<file path="config.mk">
export PLATFORM = sky130hd
export DESIGN_NAME = modular_addsub_seq
export DESIGN_NICKNAME = d
export VERILOG_FILES = /design/src/rtl/modular_addsub_seq.sv
export SDC_FILE = /design/constraint.sdc
export NUM_CORES = 1
export LEC_CHECK = 0
export ABC_AREA = 1
export CAP_MARGIN = 5
export CORE_ASPECT_RATIO = 0.6
export CORE_UTILIZATION = 40
export DETAILED_ROUTE_END_ITERATION = 10
export MAX_ROUTING_LAYER = met4
export PLACE_DENSITY_LB_ADDON = 0.2
export SLEW_MARGIN = 20
export SYNTH_ARGS = -nofsm -noshare
export SYNTH_HDL_FRONTEND = slang
export SYNTH_SLANG_ARGS = --single-unit
</file>
<file path="constraint.sdc">
create_clock -name clk -period 2.5 [get_ports clk]
set_input_delay 0.25 -clock clk [delete_from_list [all_inputs] [get_ports clk]]
set_output_delay 0.25 -clock clk [all_outputs]
set_load 0.01 [all_outputs]
</file>
<file path="src/rtl/modular_addsub_seq.sv">
// Multi-cycle modular adder/subtractor, s = (x +/- y) mod M, with valid/ready on both sides.
// Optional complement output rail not_s is enabled by defining DUAL_RAIL_OUT_EN.
module modular_addsub_seq #(
  parameter int unsigned W = 8,
  parameter int unsigned M = 251
) (
  input  logic         clk,
  input  logic         rst_n,
  input  logic         in_valid,
  output logic         in_ready,
  input  logic         mode,
  input  logic [W-1:0] x,
  input  logic [W-1:0] y,
  output logic         out_valid,
  input  logic         out_ready,
  output logic [W-1:0] s,
  output logic         err
`ifdef DUAL_RAIL_OUT_EN
  ,
  output logic [W-1:0] not_s
`endif
);

  localparam logic [W:0]   M_EXT = (W+1)'(M);
  localparam logic [W-1:0] M_W   = W'(M);

  typedef enum logic [1:0] {IDLE, SUM, CORR, DONE} state_e;

  state_e       state_q, state_d;
  logic [W-1:0] x_q, y_q, s_q, s_d;
  logic         mode_q, err_q, err_d;
  logic [W:0]   raw_q, raw_d;
  logic         accept, xfer;

  assign accept = in_valid && (state_q == IDLE);
  assign xfer   = out_ready && (state_q == DONE);

  always_ff @(posedge clk or negedge rst_n) begin
    if (!rst_n) state_q <= IDLE;
    else        state_q <= state_d;
  end

  always_comb begin
    state_d = state_q;
    case (state_q)
      IDLE:    if (accept) state_d = SUM;
      SUM:     state_d = CORR;
      CORR:    state_d = DONE;
      DONE:    if (xfer) state_d = IDLE;
      default: state_d = IDLE;
    endcase
  end

  always_comb begin
    in_ready  = (state_q == IDLE);
    out_valid = (state_q == DONE);
    s         = s_q;
    err       = err_q;
`ifdef DUAL_RAIL_OUT_EN
    not_s     = (state_q == DONE) ? ~s_q : '0;
`endif
  end

  // Corrections are done in W bits: the low W bits of raw +/- M are all that survive.
  always_comb begin
    raw_d = mode_q ? ({1'b0, x_q} - {1'b0, y_q}) : ({1'b0, x_q} + {1'b0, y_q});
    err_d = ({1'b0, x_q} >= M_EXT) || ({1'b0, y_q} >= M_EXT);
    if (mode_q) s_d = raw_q[W] ? (raw_q[W-1:0] + M_W) : raw_q[W-1:0];
    else        s_d = (raw_q >= M_EXT) ? (raw_q[W-1:0] - M_W) : raw_q[W-1:0];
    if (err_d) s_d = '0;
  end

  always_ff @(posedge clk or negedge rst_n) begin
    if (!rst_n) begin
      x_q    <= '0;
      y_q    <= '0;
      mode_q <= 1'b0;
      raw_q  <= '0;
      s_q    <= '0;
      err_q  <= 1'b0;
    end else begin
      case (state_q)
        IDLE: if (accept) begin
          x_q    <= x;
          y_q    <= y;
          mode_q <= mode;
        end
        SUM:  raw_q <= raw_d;
        CORR: begin
          s_q   <= s_d;
          err_q <= err_d;
        end
        DONE: if (xfer) begin
          s_q   <= '0;
          err_q <= 1'b0;
        end
        default: ;
      endcase
    end
  end

endmodule

</file>
==> results of run 1 <==
-- routing by layer --
metal / track usage / up-vias
li1: - / 1189
met5: - / -
met1: 0.325 / 1095
met4: 0.0229 / 0
met2: 0.296 / 55
met3: 0.0559 / 5
-- state kept, by name, summed over array words and instances (netlist names) --
name	flops
y_q	8
state_q	2
s	8
mode_q	1
err	1
raw_q	9
x_q	8
-- cell usage in the layout (no fill, tap or decap), types with 2 or more instances in the layout --
| cell | synthesis | final |
|---|---|---|
| buf_4 | 1 | 7 |
| nor3_1 | 3 | 3 |
| nor2_2 | 0 | 2 |
| inv_2 | 4 | 5 |
| nand2_1 | 91 | 91 |
| clkbuf_8 | 0 | 6 |
| nand3_2 | 3 | 3 |
| clkdlybuf4s50_1 | 0 | 30 |
| xor2_1 | 8 | 8 |
| nand4_1 | 7 | 7 |
| nand3_1 | 27 | 27 |
| nor2_1 | 32 | 30 |
| ha_1 | 16 | 14 |
| a21oi_1 | 23 | 23 |
| nand2_2 | 4 | 4 |
| dfrtp_1 | 37 | 37 |
| mux2_2 | 6 | 6 |
| o21ai_1 | 5 | 5 |
| inv_1 | 42 | 41 |
| o21ai_0 | 15 | 15 |
| ha_4 | 0 | 2 |
-- worst max-delay path: stages, from the launching register on --
cell	delay, ns
dfrtp_1	0.41
inv_2	0.09
ha_1	0.17
inv_1	0.05
nor2_2	0.08
nand2_1	0.08
nor2_2	0.10
nand2_1	0.06
nand2_1	0.07
xor2_1	0.14
inv_1	0.08
ha_4	0.29
nand2_1	0.05
inv_1	0.10
nand3_1	0.10
nand2_1	0.08
nand2_1	0.05
nand3_1	0.06
o21ai_0	0.08
-- cell usage after synthesis (3+ instances only) --
| library cell | count |
|---|---|
| nand2_1 | 91 |
| inv_1 | 42 |
| dfrtp_1 | 37 |
| nor2_1 | 32 |
| nand3_1 | 27 |
| a21oi_1 | 23 |
| ha_1 | 16 |
| o21ai_0 | 15 |
| xor2_1 | 8 |
| nand4_1 | 7 |
| mux2_2 | 6 |
| o21ai_1 | 5 |
| buf_2 | 4 |
| inv_2 | 4 |
| nand2_2 | 4 |
| nand3_2 | 3 |
| nor3_1 | 3 |
-- metrics by stage --
step	util	worst slack, ns	hold WS [ns]
3_5_place_dp	0.505	0.00217	0.408
4_1_cts	0.520	0.0448	0.0969
3_3_place_gp	0.505	0.0956	0.405
2_1_floorplan	-	0.234	-0.0456
6_report	0.527	0.236	0.0606
5_1_grt	0.527	0.00851	0.143
-- path summary, 6_finish.rpt --
kind	startpoint	to	slack (ns)	cells after the start
max in group asynchronous	rst_n	state_q[0]$_DFFE_PN0P_	1.91	1
setup / recovery	y_q[1]$_DFFE_PN0P_	raw_q[7]$_DFFE_PN0N_	0.24	18
hold reg to reg	s[6]$_DFFE_PN0P_	s[6]$_DFFE_PN0P_	0.48	2
setup reg to reg	y_q[1]$_DFFE_PN0P_	raw_q[7]$_DFFE_PN0N_	0.24	18
hold / removal	rst_n	x_q[5]$_DFFE_PN0P_	0.06	1
min in group clk	s[6]$_DFFE_PN0P_	s[6]$_DFFE_PN0P_	0.48	2
-- power breakdown --
part	leakage [nW]	internal, mW	total (mW)	switching, mW
sequential	0.442	0.875	1.17	0.290
combinational	1.05	1.21	3.00	1.79
clock	0.0433	0.218	0.436	0.218
-- cell type report --
type | instances | area (um^2) | area share
multi-input cells | 254 | 1430 | 0.464
flip-flops and latches | 37 | 926 | 0.301
repair buffers | 38 | 358 | 0.116
inverters | 47 | 176 | 0.0573
well taps | 80 | 100 | 0.0325
clock buffers | 6 | 82.6 | 0.0268
clock inverters | 1 | 7.51 | 0.00244
-- cells by family after synthesis --
group                      Yosys count
AOI/OAI and AO/OA                   52
and+or+nand+nor                    170
xor gates and xnor gates             9
adders and majority gates           17
buffers and inverters               53
muxes                                6
DFF                                 37
-- what timing repair did --
action / 4_1_cts / 5_1_grt
pin swaps: 0 / 0
resized for setup: 1 / 6
setup buffers: 0 / 1
setup endpoints to repair: 1 / 3
==> qor.yml, run 1 <==
grt-ovfl-total: 0
ir_drop_mv: 0.609
cts_tree: "built"
firstDrtPassIters: 4
io_pins: 32
maxCapViolations: 0
finalHoldViolCount: 0
skew_ns: 0.0107
setup_viol: 0
placed_area_mm2: 0.00295
ys_seq_area_frac: 0.367
routed-wl-met2_um: 2430
met3_wirelength_um: 389
place_inst: 455
area_growth_pct: 21.8
worst_pin_slew_ns: 0.840
fmax_mhz: 442
fillers: 580
drive_above_1_share: 0.104
p_leak_nw: 1.53
ys_ff_latch: 37
clockBufferDepth: 2
rsz0062_at_grt: "no"
fin_nets: 421
finalSetupTns_ns: 0
drv_slew: 0
core_mm2: 0.00583
synth_cell_type_count: 34
grt_pass1_wl_um: 11000
die_area_mm2: 0.00665
dpl.hpwl_um: 4890
yosys.area.top_type: "dfrtp_1"
ctsHoldBuffers: 0
yosysWarnings: 0
required_ns: 2.66
fin_crit_ns: 2.26
avgRoutedWirePerCell_um: 13.7
synthFlopType: "dfrtp_1"
worstPathArrival_ns: 2.42
startpoint_type: "flop"
synth-simple-area-share: 0.291
status: "finished, final reports clean"
postRouteAntennaNets: 0
post-route-period-util: 0.905
synthesis.instances: 344
synth_top_family_by_area: "simple AND/OR/NAND/NOR gates"
grt_max_degree: 38
place_congestion: 0.935
wl_um: 6360
endpoint_kind: "flop"
numCtsBuffers: 5
top_layer: "met4"
slew_headroom: 0.440
path_class: "flop to flop"
grt_pass1_vias: 2256
cts-root-buf: "clkbuf_8"
num_vias: 2344
total_power_mw: 4.60
die_width_um: 105
synth-edff-count: 0
path_clk_slew_ns: 0.08
cts_sinks: 37
clock_latency_ns: 0.29
crit_fanout: 4
synth_fa_ha_area_frac: 0.0872
postSynthAreaPerCell_um2: 7.34
final_area_mm2: 0.00308
synth_mux_area_frac: 0.0267
port_buffers: 31
htree_levels: 2
powerDensity_mw_per_mm2: 1490
wl_met1_um: 3520
fin_cells: 463
synth_top_cell_area_share: 0.367
async_flop_share: 1.00
antenna_found_initial: 0
fp.dieH_um: 63.6
syn_area_mm2: 0.00253
syn_nets: 382
synthTopCellsByArea: "dfrtp_1 (37%), nand2_1 (14%), ha_1 (7.9%)"
drt_iter0_drc: 244
initial_core_util: 0.433
grt_use_total: 0.217
via_per_inst: 5.06
hold_path_class: "input port to async pin"
rows: 21
drc: 0
synth_xor_xnor_area_share: 0.0312
antenna_cells: 0
synth_compound_area_frac: 0.115
Note: power is estimated with default switching activity, not from simulation.
==> run 2, diff against run 1 <==
--- a/config.mk
+++ b/config.mk
@@ -6,6 +6,7 @@
 export NUM_CORES = 1
 export LEC_CHECK = 0
 export ABC_AREA = 1
+export ABC_CLOCK_PERIOD_IN_PS = 2500
 export CAP_MARGIN = 5
 export CORE_ASPECT_RATIO = 0.6
 export CORE_UTILIZATION = 40
==> results of run 2 <==
No change in the layout: final DEF, timing and power equal those of run 1.
